`src/rtl/ifu_pcgen_if.sv`:
```
// ifu_pcgen_if: bus bundle between the BJU, the PC generator and the fetch stage.
//
// Signals:
//   hs_bj4pc_val / hs_pc4bj_rdy  BJU result handshake
//   i_setpc, i_pc, i_pcadd       redirect request, target base and offset
//   hs_pc4if_val / hs_if4pc_rdy  fetch address handshake
//   o_fetch_pc                   fetch address
//   o_redirect                   one-cycle flush pulse after an accepted redirect
//   o_misalign, o_bad_addr       one-cycle misaligned-target flag and offending target
//   i_step2                      (only with CIRNO_PCGEN_RVC_EN) 2-byte increment select
//
// Modports: master = PC generator side, slave = BJU/fetch environment side.
// Optional feature macro: CIRNO_PCGEN_RVC_EN.
interface ifu_pcgen_if;
  logic        hs_bj4pc_val;
  logic        hs_pc4bj_rdy;
  logic        i_setpc;
  logic [31:0] i_pc;
  logic [31:0] i_pcadd;
  logic        hs_pc4if_val;
  logic        hs_if4pc_rdy;
  logic [31:0] o_fetch_pc;
  logic        o_redirect;
  logic        o_misalign;
  logic [31:0] o_bad_addr;
`ifdef CIRNO_PCGEN_RVC_EN
  logic        i_step2;

  modport master (
    input  hs_bj4pc_val, i_setpc, i_pc, i_pcadd, hs_if4pc_rdy, i_step2,
    output hs_pc4bj_rdy, hs_pc4if_val, o_fetch_pc, o_redirect, o_misalign, o_bad_addr
  );
  modport slave (
    output hs_bj4pc_val, i_setpc, i_pc, i_pcadd, hs_if4pc_rdy, i_step2,
    input  hs_pc4bj_rdy, hs_pc4if_val, o_fetch_pc, o_redirect, o_misalign, o_bad_addr
  );
`else
  modport master (
    input  hs_bj4pc_val, i_setpc, i_pc, i_pcadd, hs_if4pc_rdy,
    output hs_pc4bj_rdy, hs_pc4if_val, o_fetch_pc, o_redirect, o_misalign, o_bad_addr
  );
  modport slave (
    output hs_bj4pc_val, i_setpc, i_pc, i_pcadd, hs_if4pc_rdy,
    input  hs_pc4bj_rdy, hs_pc4if_val, o_fetch_pc, o_redirect, o_misalign, o_bad_addr
  );
`endif
endinterface

```
`src/rtl/ifu_pcgen.sv`:
```
// ifu_pcgen: program-counter generator feeding the instruction fetch stage.
//
// Takes redirect results from the branch/jump unit, produces the sequential
// fetch address stream, and parks one redirect in a pending buffer while fetch
// back-pressures so the presented fetch address never changes un-accepted.
// Misaligned targets are reported instead of being followed.
//
// Ports:
//   clk  rising-edge clock
//   rst  synchronous active-high reset
//   bus  ifu_pcgen_if.master (BJU handshake, fetch handshake, flags)
//
// Parameters:
//   RESET_PC  first fetch address after reset
//   PC_STEP   sequential increment per accepted fetch
//
// Optional feature macro: CIRNO_PCGEN_RVC_EN (halfword targets, 2-byte step via i_step2).
module ifu_pcgen #(
  parameter logic [31:0] RESET_PC = 32'h0000_0000,
  parameter logic [31:0] PC_STEP  = 32'd4
) (
  input  logic          clk,
  input  logic          rst,
  ifu_pcgen_if.master   bus
);

  typedef enum logic [1:0] {
    S_BOOT,
    S_RUN,
    S_PEND
  } state_t;

  state_t      r_state, w_state_next;
  logic [31:0] r_fetch_pc, w_fetch_pc_next;
  logic [31:0] r_pend_pc, w_pend_pc_next;
  logic [31:0] r_bad_addr, w_bad_addr_next;
  logic        r_redirect, w_redirect_next;
  logic        r_misalign, w_misalign_next;

  logic        w_if_val, w_bj_rdy, w_bj_acc, w_if_acc, w_take, w_mis;
  logic [31:0] w_sum, w_tgt, w_step;

  assign w_sum = bus.i_pc + bus.i_pcadd;
  assign w_tgt = w_sum & ~32'h1;   // bit0 never addresses an instruction

`ifdef CIRNO_PCGEN_RVC_EN
  assign w_mis  = 1'b0;
  assign w_step = bus.i_step2 ? 32'd2 : PC_STEP;
`else
  assign w_mis  = w_tgt[1];
  assign w_step = PC_STEP;
`endif

  // Handshake readiness depends on state only, so there is no path from
  // the partner's valid/ready back into our own valid/ready.
  assign w_if_val = (r_state == S_RUN) || (r_state == S_PEND);
  assign w_bj_rdy = (r_state == S_RUN);

  assign w_bj_acc = bus.hs_bj4pc_val & w_bj_rdy;
  assign w_if_acc = w_if_val & bus.hs_if4pc_rdy;
  assign w_take   = w_bj_acc & bus.i_setpc;

  always_comb begin
    w_state_next    = r_state;
    w_fetch_pc_next = r_fetch_pc;
    w_pend_pc_next  = r_pend_pc;
    w_bad_addr_next = r_bad_addr;
    w_redirect_next = 1'b0;
    w_misalign_next = 1'b0;
    case (r_state)
      S_BOOT: begin
        w_state_next = S_RUN;
      end
      S_RUN: begin
        if (w_take && !w_mis) begin
          w_redirect_next = 1'b1;
          if (w_if_acc) begin
            w_fetch_pc_next = w_tgt;
          end else begin
            // Fetch is stalled: hold the address, remember the target.
            w_pend_pc_next = w_tgt;
            w_state_next   = S_PEND;
          end
        end else begin
          if (w_take) begin
            w_misalign_next = 1'b1;
            w_bad_addr_next = w_tgt;
          end
          if (w_if_acc) begin
            w_fetch_pc_next = r_fetch_pc + w_step;
          end
        end
      end
      S_PEND: begin
        if (w_if_acc) begin
          w_fetch_pc_next = r_pend_pc;
          w_pend_pc_next  = '0;
          w_state_next    = S_RUN;
        end
      end
      default: begin
        w_state_next = S_BOOT;
      end
    endcase
  end

  always_ff @(posedge clk) begin
    if (rst) begin
      r_state    <= S_BOOT;
      r_fetch_pc <= RESET_PC;
      r_pend_pc  <= '0;
      r_bad_addr <= '0;
      r_redirect <= 1'b0;
      r_misalign <= 1'b0;
    end else begin
      r_state    <= w_state_next;
      r_fetch_pc <= w_fetch_pc_next;
      r_pend_pc  <= w_pend_pc_next;
      r_bad_addr <= w_bad_addr_next;
      r_redirect <= w_redirect_next;
      r_misalign <= w_misalign_next;
    end
  end

  assign bus.hs_pc4if_val = w_if_val;
  assign bus.hs_pc4bj_rdy = w_bj_rdy;
  assign bus.o_fetch_pc   = r_fetch_pc;
  assign bus.o_redirect   = r_redirect;
  assign bus.o_misalign   = r_misalign;
  assign bus.o_bad_addr   = r_bad_addr;

endmodule

```
`src/flat_wrapper.sv`:
```
// flat-port wrapper written by rule: the top's interface ports become plain ports
module ifu_pcgen_flat 
#(
  parameter logic [31:0] RESET_PC = 32'h0000_0000,
  parameter logic [31:0] PC_STEP  = 32'd4
)
  (clk, rst, bus_hs_bj4pc_val, bus_i_setpc, bus_i_pc, bus_i_pcadd, bus_hs_if4pc_rdy, bus_hs_pc4bj_rdy, bus_hs_pc4if_val, bus_o_fetch_pc, bus_o_redirect, bus_o_misalign, bus_o_bad_addr);
  ifu_pcgen_if bus_i ();
  input  logic clk;
  input  logic rst;
  input wire logic [$bits(bus_i.hs_bj4pc_val)-1:0] bus_hs_bj4pc_val;
  input wire logic [$bits(bus_i.i_setpc)-1:0] bus_i_setpc;
  input wire logic [$bits(bus_i.i_pc)-1:0] bus_i_pc;
  input wire logic [$bits(bus_i.i_pcadd)-1:0] bus_i_pcadd;
  input wire logic [$bits(bus_i.hs_if4pc_rdy)-1:0] bus_hs_if4pc_rdy;
  output wire logic [$bits(bus_i.hs_pc4bj_rdy)-1:0] bus_hs_pc4bj_rdy;
  output wire logic [$bits(bus_i.hs_pc4if_val)-1:0] bus_hs_pc4if_val;
  output wire logic [$bits(bus_i.o_fetch_pc)-1:0] bus_o_fetch_pc;
  output wire logic [$bits(bus_i.o_redirect)-1:0] bus_o_redirect;
  output wire logic [$bits(bus_i.o_misalign)-1:0] bus_o_misalign;
  output wire logic [$bits(bus_i.o_bad_addr)-1:0] bus_o_bad_addr;
  assign bus_i.hs_bj4pc_val = bus_hs_bj4pc_val;
  assign bus_i.i_setpc = bus_i_setpc;
  assign bus_i.i_pc = bus_i_pc;
  assign bus_i.i_pcadd = bus_i_pcadd;
  assign bus_i.hs_if4pc_rdy = bus_hs_if4pc_rdy;
  assign bus_hs_pc4bj_rdy = bus_i.hs_pc4bj_rdy;
  assign bus_hs_pc4if_val = bus_i.hs_pc4if_val;
  assign bus_o_fetch_pc = bus_i.o_fetch_pc;
  assign bus_o_redirect = bus_i.o_redirect;
  assign bus_o_misalign = bus_i.o_misalign;
  assign bus_o_bad_addr = bus_i.o_bad_addr;
  ifu_pcgen #(.RESET_PC(RESET_PC), .PC_STEP(PC_STEP)) u_core (.clk(clk), .rst(rst), .bus(bus_i));
endmodule
```
`config.mk`:
```
export PLATFORM = sky130hd
export DESIGN_NAME = ifu_pcgen_flat
export DESIGN_NICKNAME = d
export VERILOG_FILES = /design/src/rtl/ifu_pcgen_if.sv /design/src/rtl/ifu_pcgen.sv /design/src/flat_wrapper.sv
export SDC_FILE = /design/constraint.sdc
export NUM_CORES = 1
export LEC_CHECK = 0
export ABC_AREA = 0
export CORE_MARGIN = 2
export CORE_UTILIZATION = 36
export DETAILED_ROUTE_END_ITERATION = 10
export HOLD_SLACK_MARGIN = 0.03
export PLACE_DENSITY_LB_ADDON = 0.1
export SETUP_SLACK_MARGIN = 0.3
export SLEW_MARGIN = 20
export SYNTH_ARGS = -nofsm -noshare
export SYNTH_HDL_FRONTEND = slang
export SYNTH_SLANG_ARGS = --single-unit
```
`constraint.sdc`:
```
create_clock -name clk -period 3.15 [get_ports clk]
set_input_delay 0.4725 -clock clk [delete_from_list [all_inputs] [get_ports clk]]
set_output_delay 0.4725 -clock clk [all_outputs]
set_load 0.01 [all_outputs]
```
==> results of run 1 <==
sequential cells by signal, indices dropped and copies added (netlist names):
name and cells:
u_core.bus.o_bad_addr 31, u_core.bus.o_fetch_pc 31, u_core.r_pend_pc 31, u_core.r_state 2, u_core.bus.o_misalign 1, u_core.bus.o_redirect 1
report_power, final:
| group | leakage, nW | internal, mW | total (mW) | switching (mW) |
|---|---|---|---|---|
| sequential | 0.787 | 1.31 | 1.41 | 0.104 |
| clock | 0.139 | 0.580 | 1.09 | 0.506 |
| combinational | 2.45 | 0.691 | 1.42 | 0.734 |
| total | 3.37 | 2.58 | 3.93 | 1.34 |
metrics by stage:
step	setup TNS, ps	setup slack, ps
2_1_floorplan	0	158
3_5_place_dp	-12810	-483
5_1_grt	0	213
6_report	0	322
4_1_cts	0	136
3_3_place_gp	-11340	-460
cells in the final DEF, fill, tap and decap left out, types with 9 or more instances in the layout:
cell             count
nor2_1             108
clkdlybuf4s50_1    102
dfxtp_1             97
buf_4               86
nand2_1             83
a21oi_1             62
o21ai_0             26
a22oi_1             25
nor3_1              25
nand3_1             24
a211oi_1            24
xor2_1              22
xnor2_1             22
ha_1                19
dlymetal6s2s_1      16
inv_1               14
a21o_1              14
ha_4                13
a21oi_2             12
nand4_1             12
clkbuf_16            9
synthesized netlist by cell type (2+ instances only):
| library cell | count | area [um^2] |
|---|---|---|
| and2_1 | 6 | 37.5 |
| xnor2_1 | 28 | 245 |
| o211ai_1 | 6 | 45.0 |
| o21a_1 | 4 | 30.0 |
| a31oi_2 | 2 | 25.0 |
| nand3_1 | 24 | 120 |
| nand2b_1 | 7 | 43.8 |
| a21oi_1 | 74 | 370 |
| a211oi_1 | 25 | 188 |
| nor4_1 | 4 | 25.0 |
| a31oi_1 | 3 | 18.8 |
| xor2_1 | 24 | 210 |
| o221ai_1 | 7 | 61.3 |
| dfxtp_1 | 97 | 1940 |
| clkbuf_1 | 37 | 139 |
| nor2b_1 | 2 | 12.5 |
| a2111oi_0 | 3 | 26.3 |
| nand2_1 | 85 | 319 |
| ha_1 | 34 | 425 |
| and3_1 | 6 | 37.5 |
| buf_4 | 2 | 15.0 |
| nor3_1 | 25 | 125 |
| o21ai_0 | 32 | 160 |
| nand4_1 | 12 | 75.1 |
| o31ai_1 | 2 | 15.0 |
| a21o_1 | 14 | 105 |
| a31o_2 | 2 | 17.5 |
| o21ai_1 | 4 | 20.0 |
| a21oi_2 | 2 | 17.5 |
| nor2_1 | 110 | 413 |
| or3_1 | 4 | 25.0 |
| inv_1 | 14 | 52.6 |
| a22oi_1 | 28 | 210 |
| o21bai_1 | 4 | 30.0 |
metal layers:
layer	wire, um	GRT usage	vias to the layer above
met5	0	0	-
met1	9830	0.327	2970
met3	897	0.0235	23
met2	9110	0.364	210
met4	327	0.0749	0
li1	-	-	3094
worst min path at each step:
stage,slack (ps),endpoint,cells past startpoint
2_1_floorplan,440,u_core.bus.o_fetch_pc[1]$_SDFFE_PP0P_,2
3_3_place_gp,450,u_core.bus.o_bad_addr[4]$_SDFFE_PP0P_,2
3_5_place_dp,450,u_core.bus.o_bad_addr[26]$_SDFFE_PP0P_,2
4_1_cts,460,u_core.bus.o_bad_addr[26]$_SDFFE_PP0P_,2
5_1_grt,470,u_core.bus.o_bad_addr[25]$_SDFFE_PP0P_,2
6_report,460,u_core.bus.o_bad_addr[26]$_SDFFE_PP0P_,2
kinds of logic after synthesis:
| logic type | after synthesis |
|---|---|
| simple gates | 290 |
| compound gates | 226 |
| flops | 97 |
| buf+inv | 54 |
| xor+xnor | 53 |
| fa+ha+maj | 35 |
| other cells | 1 |
what timing repair did:
item / 4_1_cts / 5_1_grt
gates resized for setup: 52 / 71
endpoints found under the setup margin: 45 / 38
endpoints found under the hold margin: 0 / 0
pin swaps: 27 / 34
setup buffers: 5 / 4
tightest hold or removal path, cell delays in order, from the launching register on:
cell     delay (ps)
dfxtp_1         310
nand2_1          50
a21oi_1          50
final cells by class:
class / instances / area (um^2) / share of cell area
well taps: 216 / 270 / 0.0314
flip-flops and latches: 97 / 1940 / 0.225
inverters: 14 / 52.6 / 0.00610
repair buffers: 222 / 2000 / 0.232
multi-input cells: 606 / 4070 / 0.472
clock buffers: 12 / 256 / 0.0298
clock inverters: 4 / 26.3 / 0.00305
==> summary.md, run 1 <==
| Metric | Value |
|---|---|
| Req. time, crit path | `3400 ps` |
| Share of layout cells above drive strength 1 | `0.190` |
| Cell Area, Synth | `0.00583 mm^2` |
| Die W | `131 um` |
| Type of the worst setup path | `in2reg` |
| Post-Route WL | `20200 um` |
| Synth Area in Compound Gates | `0.254` |
| RSZ-0062 raised after global routing | `yes` |
| Syn Area/Cell | `7.71 um^2` |
| Final setup viols | `0` |
| Cts hold-fix bufs | `0` |
| CTS root buf | `clkbuf_16` |
| Maxcap violations | `0` |
| Origin of the worst setup path | `bus_i_pc[0]` |
| Adder-cell share of the synthesized area | `0.0765` |
| PwrDens | `455 mW/mm^2` |
| DRC viols | `0` |
| Final worst-path cycle share | `0.898` |
| Finished Cell Area | `0.00862 mm^2` |
| CTS sink count | `97` |
| Final critical-path required period | `2830 ps` |
| DR WL/cell | `17.2 um` |
| Static leakage | `3.37 nW` |
| Dpl cells | `1146` |
| Vias | `6297` |
| Fin cells | `1171` |
| Post-route ant nets | `0` |
| Final Net Count | `1054` |
| Largest net degree at the start of global routing | `48` |
| Delay-heaviest family, CP | `compound AO/OA/AOI/OAI gates` |
| Sequential share of the synthesized area | `0.333` |
| Post-synthesis cell type count | `57` |
| Gpl congestion | `0.842` |
| Clock Pin Slew Worst Setup and Hold Paths | `80 ps` |
| GRT Residual Overflow | `0` |
| Syn. warnings | `0` |
| CTS H-tree depth | `3` |
| R2r startpoint | `u_core.bus.o_fetch_pc[4]$_SDFFE_PP0P_` |
| R2r endpoint | `u_core.bus.o_fetch_pc[31]$_SDFFE_PP0P_` |
| Routed vias/inst | `5.38` |
| Worst stage delay on the critical path | `460 ps` |
| Top FF cell, synth | `dfxtp_1` |
| Crit path cell chain | `buf_6 -> and2_4 -> fa_2 -> a21o_1 -> nand4_1 -> a31oi_2 -> or4_4 -> nand2_4 -> o211ai_1 -> a31o_2 -> a21oi_2 -> xnor2_2 -> nor2_1 -> a2111oi_0` |
| FP Rows | `46` |
| N_diodes | `0` |
| First-pass GRT wire length | `32100 um` |
| Initial antenna violation count | `0` |
| Post-Synth XOR/XNOR Area | `0.0810` |
| Post-synth EDFFs | `0` |
| Synth Area in Simple Gates | `0.219` |
| Mapped Cells | `756` |
| Register-to-Register Path Depth | `8` |
| Top Ports | `137` |
| Final Hold Viols | `0` |
| Peak VDD IR | `0.300 mV` |
| Gr usage total | `0.230` |
| CP Buf/Inv Count | `1` |
| Levels on crit path | `14` |
| Pre-Repair DR Iteration Count | `5` |
| Hold_ws | `461 ps` |
| Num CTS Buffers | `9` |
| DP Wirelength | `14700 um` |
| Port Buffers | `134` |
| Core area | `0.0158 mm^2` |
| Startpoint Class | `input port` |
| #FFs+latches synth | `97` |
| Ys async rst share | `0` |
| Crit end category | `flip-flop` |
| Util after Layout | `0.545` |
| Actual slew at the worst max-slew pin | `608 ps` |
| CTS tree | `done` |
| Max-slew violations | `0` |
| Hold Crit Class | `reg2reg` |
| Number of global-route vias before repair | `6118` |
| Main combinational cell family by area after synthesis | `compound AO/OA/AOI/OAI gates` |
| Hold path start | `u_core.bus.o_bad_addr[26]$_SDFFE_PP0P_` |
| Total power | `3.93 mW` |
| Outcome | `completed` |
| Data arrival time of the critical path | `3070 ps` |
| Die Area | `0.0172 mm^2` |
| DP Area | `0.00793 mm^2` |
| Layout area overhead | `48.0%` |
| Overall die height | `131 um` |
| Rel. slew slack | `0.592` |
| Worst Setup EP | `u_core.bus.o_fetch_pc[28]$_SDFFE_PP0P_` |
| Longest Clk Path Bufs | `2` |
| Mux cell area share after synthesis | `0` |
| Drt initial violations | `511` |
| Reg2Reg Setup Slack | `590 ps` |
| Fillcell total | `1482` |
| Slowest cell on crit path | `or4_4` |
| Max Clock Skew | `9.57 ps` |
| Fmax | `354 MHz` |
| Starting density of the core | `0.368` |
| Crit Path Max Fanout | `3` |
| Clock latency on the worst-skew pair | `360 ps` |
Note: power is estimated with default switching activity, not from simulation.
==> run 2, diff against run 1 <==
--- a/config.mk
+++ b/config.mk
@@ -9,6 +9,7 @@
 export CORE_MARGIN = 2
 export CORE_UTILIZATION = 36
 export DETAILED_ROUTE_END_ITERATION = 10
+export DONT_BUFFER_PORTS = 1
 export HOLD_SLACK_MARGIN = 0.03
 export PLACE_DENSITY_LB_ADDON = 0.1
 export SETUP_SLACK_MARGIN = 0.3
@@ -16,3 +17,4 @@
 export SYNTH_ARGS = -nofsm -noshare
 export SYNTH_HDL_FRONTEND = slang
 export SYNTH_SLANG_ARGS = --single-unit
+export TNS_END_PERCENT = 50
==> summary.md, run 2 (synthesized netlist as in run 1, its figures left out) <==
| Metric | Value |
|---|---|
| Hold_ws | `191 ps` |
| Finished Cell Area | `0.00668 mm^2` |
| Most common cell after layout, fill and taps aside | `nor2_1` |
| Most frequent cells in the layout | `nor2_1, dfxtp_1, nand2_1, a21oi_1, buf_4` |
| Final setup viols | `0` |
| Crit end category | `flip-flop` |
| First-pass GRT wire length | `30100 um` |
| M1 GR Usage | `0.306` |
| GRT busiest layer | `met2` |
| Final Hold Viols | `0` |
| Gr usage total | `0.218` |
| Die W | `131 um` |
| Gpl congestion | `0.891` |
| Final Net Count | `876` |
| CTS root buf | `clkbuf_16` |
| Fmax | `364 MHz` |
| Peak VDD IR | `0.312 mV` |
| Crit path cell chain | `and2_4 -> fa_2 -> a21o_1 -> nand4_1 -> a31oi_2 -> or4_4 -> buf_4 -> a41oi_2 -> o21bai_1 -> a21o_1 -> a31oi_2 -> xnor2_2 -> nand2_1 -> a21oi_1` |
| GRT Residual Overflow | `0` |
| Req. time, crit path | `3430 ps` |
| Worst stage delay on the critical path | `450 ps` |
| Core area | `0.0158 mm^2` |
| Outcome | `completed` |
| Crit Path Max Fanout | `3` |
| Top Ports | `137` |
| Initial antenna violation count | `0` |
| Util after Layout | `0.422` |
| Pre-Repair DR Iteration Count | `5` |
| Largest net degree at the start of global routing | `96` |
| Max Clock Skew | `7.79 ps` |
| Die Area | `0.0172 mm^2` |
| Post-route ant nets | `0` |
| PwrDens | `537 mW/mm^2` |
| Post-Route WL | `18800 um` |
| Maxcap violations | `0` |
| Max-slew violations | `0` |
| N_diodes | `0` |
| Starting density of the core | `0.368` |
| DP Wirelength | `13800 um` |
| Share of layout cells above drive strength 1 | `0.113` |
| Data arrival time of the critical path | `3030 ps` |
| Actual slew at the worst max-slew pin | `708 ps` |
| Hold Crit Class | `in2reg` |
| Cts hold-fix bufs | `0` |
| Total power | `3.59 mW` |
| Startpoint Class | `input port` |
| Met3 usage | `0.0440` |
| Port Buffers | `0` |
| Drt initial violations | `369` |
| GR Util met2 | `0.339` |
| Final worst-path cycle share | `0.873` |
| CTS H-tree depth | `3` |
| Fin cells | `993` |
| Clock latency on the worst-skew pair | `350 ps` |
| FP Rows | `46` |
| DRC viols | `0` |
| Rel. slew slack | `0.528` |
| Worst Setup Slack post-DPL | `-54.2 ps` |
| Final critical-path required period | `2750 ps` |
| DP Area | `0.00634 mm^2` |
| Clock Pin Slew Worst Setup and Hold Paths | `70 ps` |
| Number of global-route vias before repair | `5447` |
| Num CTS Buffers | `9` |
| RSZ-0062 raised after global routing | `yes` |
| CTS tree | `done` |
| CTS sink count | `97` |
| Final worst slack | `400 ps` |
| Layout area overhead | `14.7%` |
| Static leakage | `2.47 nW` |
| Overall die height | `131 um` |
| Dpl cells | `977` |
| Longest Clk Path Bufs | `2` |
| Vias | `5543` |
| Slowest cell on crit path | `or4_4` |
| Type of the worst setup path | `in2reg` |
| DR WL/cell | `19.0 um` |
| Fin Setup TNS | `0 ps` |
| Routed vias/inst | `5.58` |
run 2: changes by cell type in the layout (fill, tap and decap cells not counted), sizes merged:
cell / previous run / this run
clkdlybuf4s50: 102 / 0
buf: 94 / 44
dlymetal6s2s: 16 / 0
clkbuf: 19 / 10
clkdlybuf4s15: 2 / 0
clkinv: 2 / 4
bufinv: 0 / 1
dlygate4sd2: 1 / 0
inv: 15 / 14
run 2: layer usage:
layer / share of wire / up-vias
met5: 0 / -
met4: 0.013 / 0
met3: 0.060 / 16
met2: 0.44 / 157
met1: 0.48 / 2628
li1: - / 2742
run 2: final timing paths:
path | startpoint | to | slack (ps) | depth (start not counted)
setup / recovery | bus_i_pcadd[0] | u_core.bus.o_bad_addr[30]$_SDFFE_PP0P_ | 400 | 14
hold / removal | rst | u_core.r_pend_pc[27]$_SDFFE_PP0P_ | 190 | 1
setup reg to reg | u_core.bus.o_fetch_pc[12]$_SDFFE_PP0P_ | u_core.bus.o_fetch_pc[31]$_SDFFE_PP0P_ | 530 | 7
hold reg to reg | u_core.r_pend_pc[1]$_SDFFE_PP0P_ | u_core.bus.o_fetch_pc[1]$_SDFFE_PP0P_ | 470 | 2
run 2: timing repair:
item / in CTS / in global routing
buffers inserted: 0 / 0
gates resized for setup: 0 / 10
setup endpoints to repair: 0 / 21
run 2: worst max-delay path, delay by kind of cell:
family	cells	cell delay, ps
fa+ha+maj	1	350
xor+xnor	1	170
simple gates	4	810
compound gates	7	1060
buf+inv	1	160
run 2: power by group:
part / total [mW] / switching [mW] / leakage, nW / internal, mW
clock network: 1.13 / 0.496 / 0.148 / 0.633
registers: 1.45 / 0.143 / 0.787 / 1.31
logic: 1.01 / 0.598 / 1.54 / 0.409
run 2: final cells by class:
class                      count  area (um^2)
inverter                      14         52.6
multi-input combinational    606         3780
tap                          216          270
fill                        1614         9150
clock inverter                 6         57.6
sequential                    97         1940
timing repair buffer          44          343
clock buffer                  10          239
==> run 3, diff against run 2 <==
--- a/config.mk
+++ b/config.mk
@@ -6,8 +6,8 @@
 export NUM_CORES = 1
 export LEC_CHECK = 0
 export ABC_AREA = 0
-export CORE_MARGIN = 2
-export CORE_UTILIZATION = 36
+export CORE_MARGIN = 1.5
+export CORE_UTILIZATION = 51
 export DETAILED_ROUTE_END_ITERATION = 10
 export DONT_BUFFER_PORTS = 1
 export HOLD_SLACK_MARGIN = 0.03
==> summary.md, run 3 (synthesized netlist as in run 1, its figures left out) <==
| Metric | Value |
|---|---|
| CTS resizes | `0` |
| Layout area overhead | `13.3%` |
| Post-Route WL | `17100 um` |
| Clock Pin Slew Worst Setup and Hold Paths | `70 ps` |
| Hold Crit Class | `in2reg` |
| Max Clock Skew | `4.12 ps` |
| Routed vias/inst | `6.17` |
| Req. time, crit path | `3410 ps` |
| Gpl congestion | `0.912` |
| Post-route ant nets | `0` |
| Final Net Count | `865` |
| Vias | `5592` |
| CTS root buf | `clkbuf_16` |
| Fmax | `365 MHz` |
| DP Wirelength | `12400 um` |
| Net switching power | `1.22 mW` |
| Longest Clk Path Bufs | `2` |
| Final setup viols | `0` |
| Outcome | `completed` |
| Clock latency on the worst-skew pair | `350 ps` |
| Die W | `110 um` |
| DR WL/cell | `18.8 um` |
| Starting density of the core | `0.530` |
| CTS H-tree depth | `3` |
| CTS tree | `done` |
| Fin cells | `906` |
| DRC viols | `0` |
| Gr usage total | `0.285` |
| Number of global-route vias before repair | `5160` |
| Final worst-path cycle share | `0.871` |
| Num CTS Buffers | `9` |
| Pint | `2.61 mW` |
| Rel. slew slack | `0.533` |
| Worst Setup Slack post-DPL | `-33.4 ps` |
| Total power | `3.83 mW` |
| Peak VDD IR | `0.300 mV` |
| Initial antenna violation count | `0` |
| Fillcell total | `1036` |
| RSZ-0062 raised after global routing | `yes` |
| Static leakage | `2.47 nW` |
| Actual slew at the worst max-slew pin | `696 ps` |
| Core area | `0.0110 mm^2` |
| Comb power frac | `0.259` |
| Die Area | `0.0121 mm^2` |
| Pre-Repair DR Iteration Count | `5` |
| CTS sink count | `97` |
| Share of layout cells above drive strength 1 | `0.0992` |
| Part of the power in registers | `0.379` |
| Maxcap violations | `0` |
| Most common cell after layout, fill and taps aside | `nor2_1` |
| GRT Residual Overflow | `0` |
| Type of the worst setup path | `in2reg` |
| Largest net degree at the start of global routing | `96` |
| Crit Path Max Fanout | `3` |
| FP Rows | `38` |
| Crit end category | `flip-flop` |
| First-pass GRT wire length | `26400 um` |
| Most frequent cells in the layout | `nor2_1, dfxtp_1, nand2_1, a21oi_1` |
| Fin Setup TNS | `0 ps` |
| Post-CTS setup buffer count | `0` |
| Drt initial violations | `500` |
| PwrDens | `580 mW/mm^2` |
| Final critical-path required period | `2740 ps` |
| Switching share of total power | `0.318` |
| Power share of the clock group | `0.362` |
| Overall die height | `110 um` |
| Final Hold Viols | `0` |
| Max-slew violations | `0` |
| Startpoint Class | `input port` |
| Port Buffers | `0` |
| Util after Layout | `0.601` |
| Final worst slack | `407 ps` |
| Top Ports | `137` |
| N_diodes | `0` |
| Cts hold-fix bufs | `0` |
| Data arrival time of the critical path | `3000 ps` |
| Dpl cells | `890` |
[run 3: cell count changes in the layout (fill, tap and decap cells not counted), moves of 2 or more]
cell	delta
bufinv_16	+3
a21oi_1	-2
clkinv_2	-3
buf_4	-11
[run 3: path summary, 6_finish.rpt]
| path | start | endpoint | slack [ps] | cells after the start |
|---|---|---|---|---|
| hold / removal | rst | u_core.r_pend_pc[27]$_SDFFE_PP0P_ | 190 | 1 |
| hold reg to reg | u_core.r_pend_pc[1]$_SDFFE_PP0P_ | u_core.bus.o_fetch_pc[1]$_SDFFE_PP0P_ | 470 | 2 |
| setup / recovery | bus_i_pcadd[0] | u_core.bus.o_fetch_pc[28]$_SDFFE_PP0P_ | 410 | 13 |
| setup reg to reg | u_core.bus.o_fetch_pc[12]$_SDFFE_PP0P_ | u_core.bus.o_fetch_pc[31]$_SDFFE_PP0P_ | 600 | 7 |
[run 3: layout make-up]
class,count,area [um^2],area share
multi-input combinational,606,3790,0.575
inverter,14,52.6,0.00796
clock buffer,11,253,0.0383
timing repair buffer,33,260,0.0394
tap,140,175,0.0265
sequential,97,1940,0.294
clock inverter,5,125,0.0190
[run 3: through the flow]
stage | area, um^2 | hold slack [ps]
after floorplan | 5880 | 439
after global placement | 6160 | 445
after detailed placement | 6160 | 461
after CTS | 6540 | 191
after global routing | 6600 | 184
final | 6600 | 195
[run 3: power by group through the flow]
stage               clock [mW]  combinational [mW]  sequential (mW)
global route              1.44                1.08             1.47
finish                    1.39               0.990             1.45
CTS                       1.39               0.955             1.45
detailed placement           0               0.948             1.48
floorplan                    0               0.669             1.45
global placement             0               0.935             1.48
[run 3: metal layers]
metal / global-route usage / vias to the layer above / routed length (um)
li1: - / 2711 / -
met1: 0.401 / 2600 / 7820
met2: 0.422 / 261 / 7310
met3: 0.0699 / 20 / 1670
met4: 0.103 / 0 / 268
met5: 0 / - / 0
[run 3: critical path, stage by stage]
cell,delay (ps)
and2_4,140
fa_2,360
a21o_1,190
nand4_1,120
a31oi_2,120
or4_4,480
nand2_4,100
o211ai_1,110
a31o_2,280
a21oi_4,160
xnor2_2,130
nor2_1,70
a2111oi_2,260
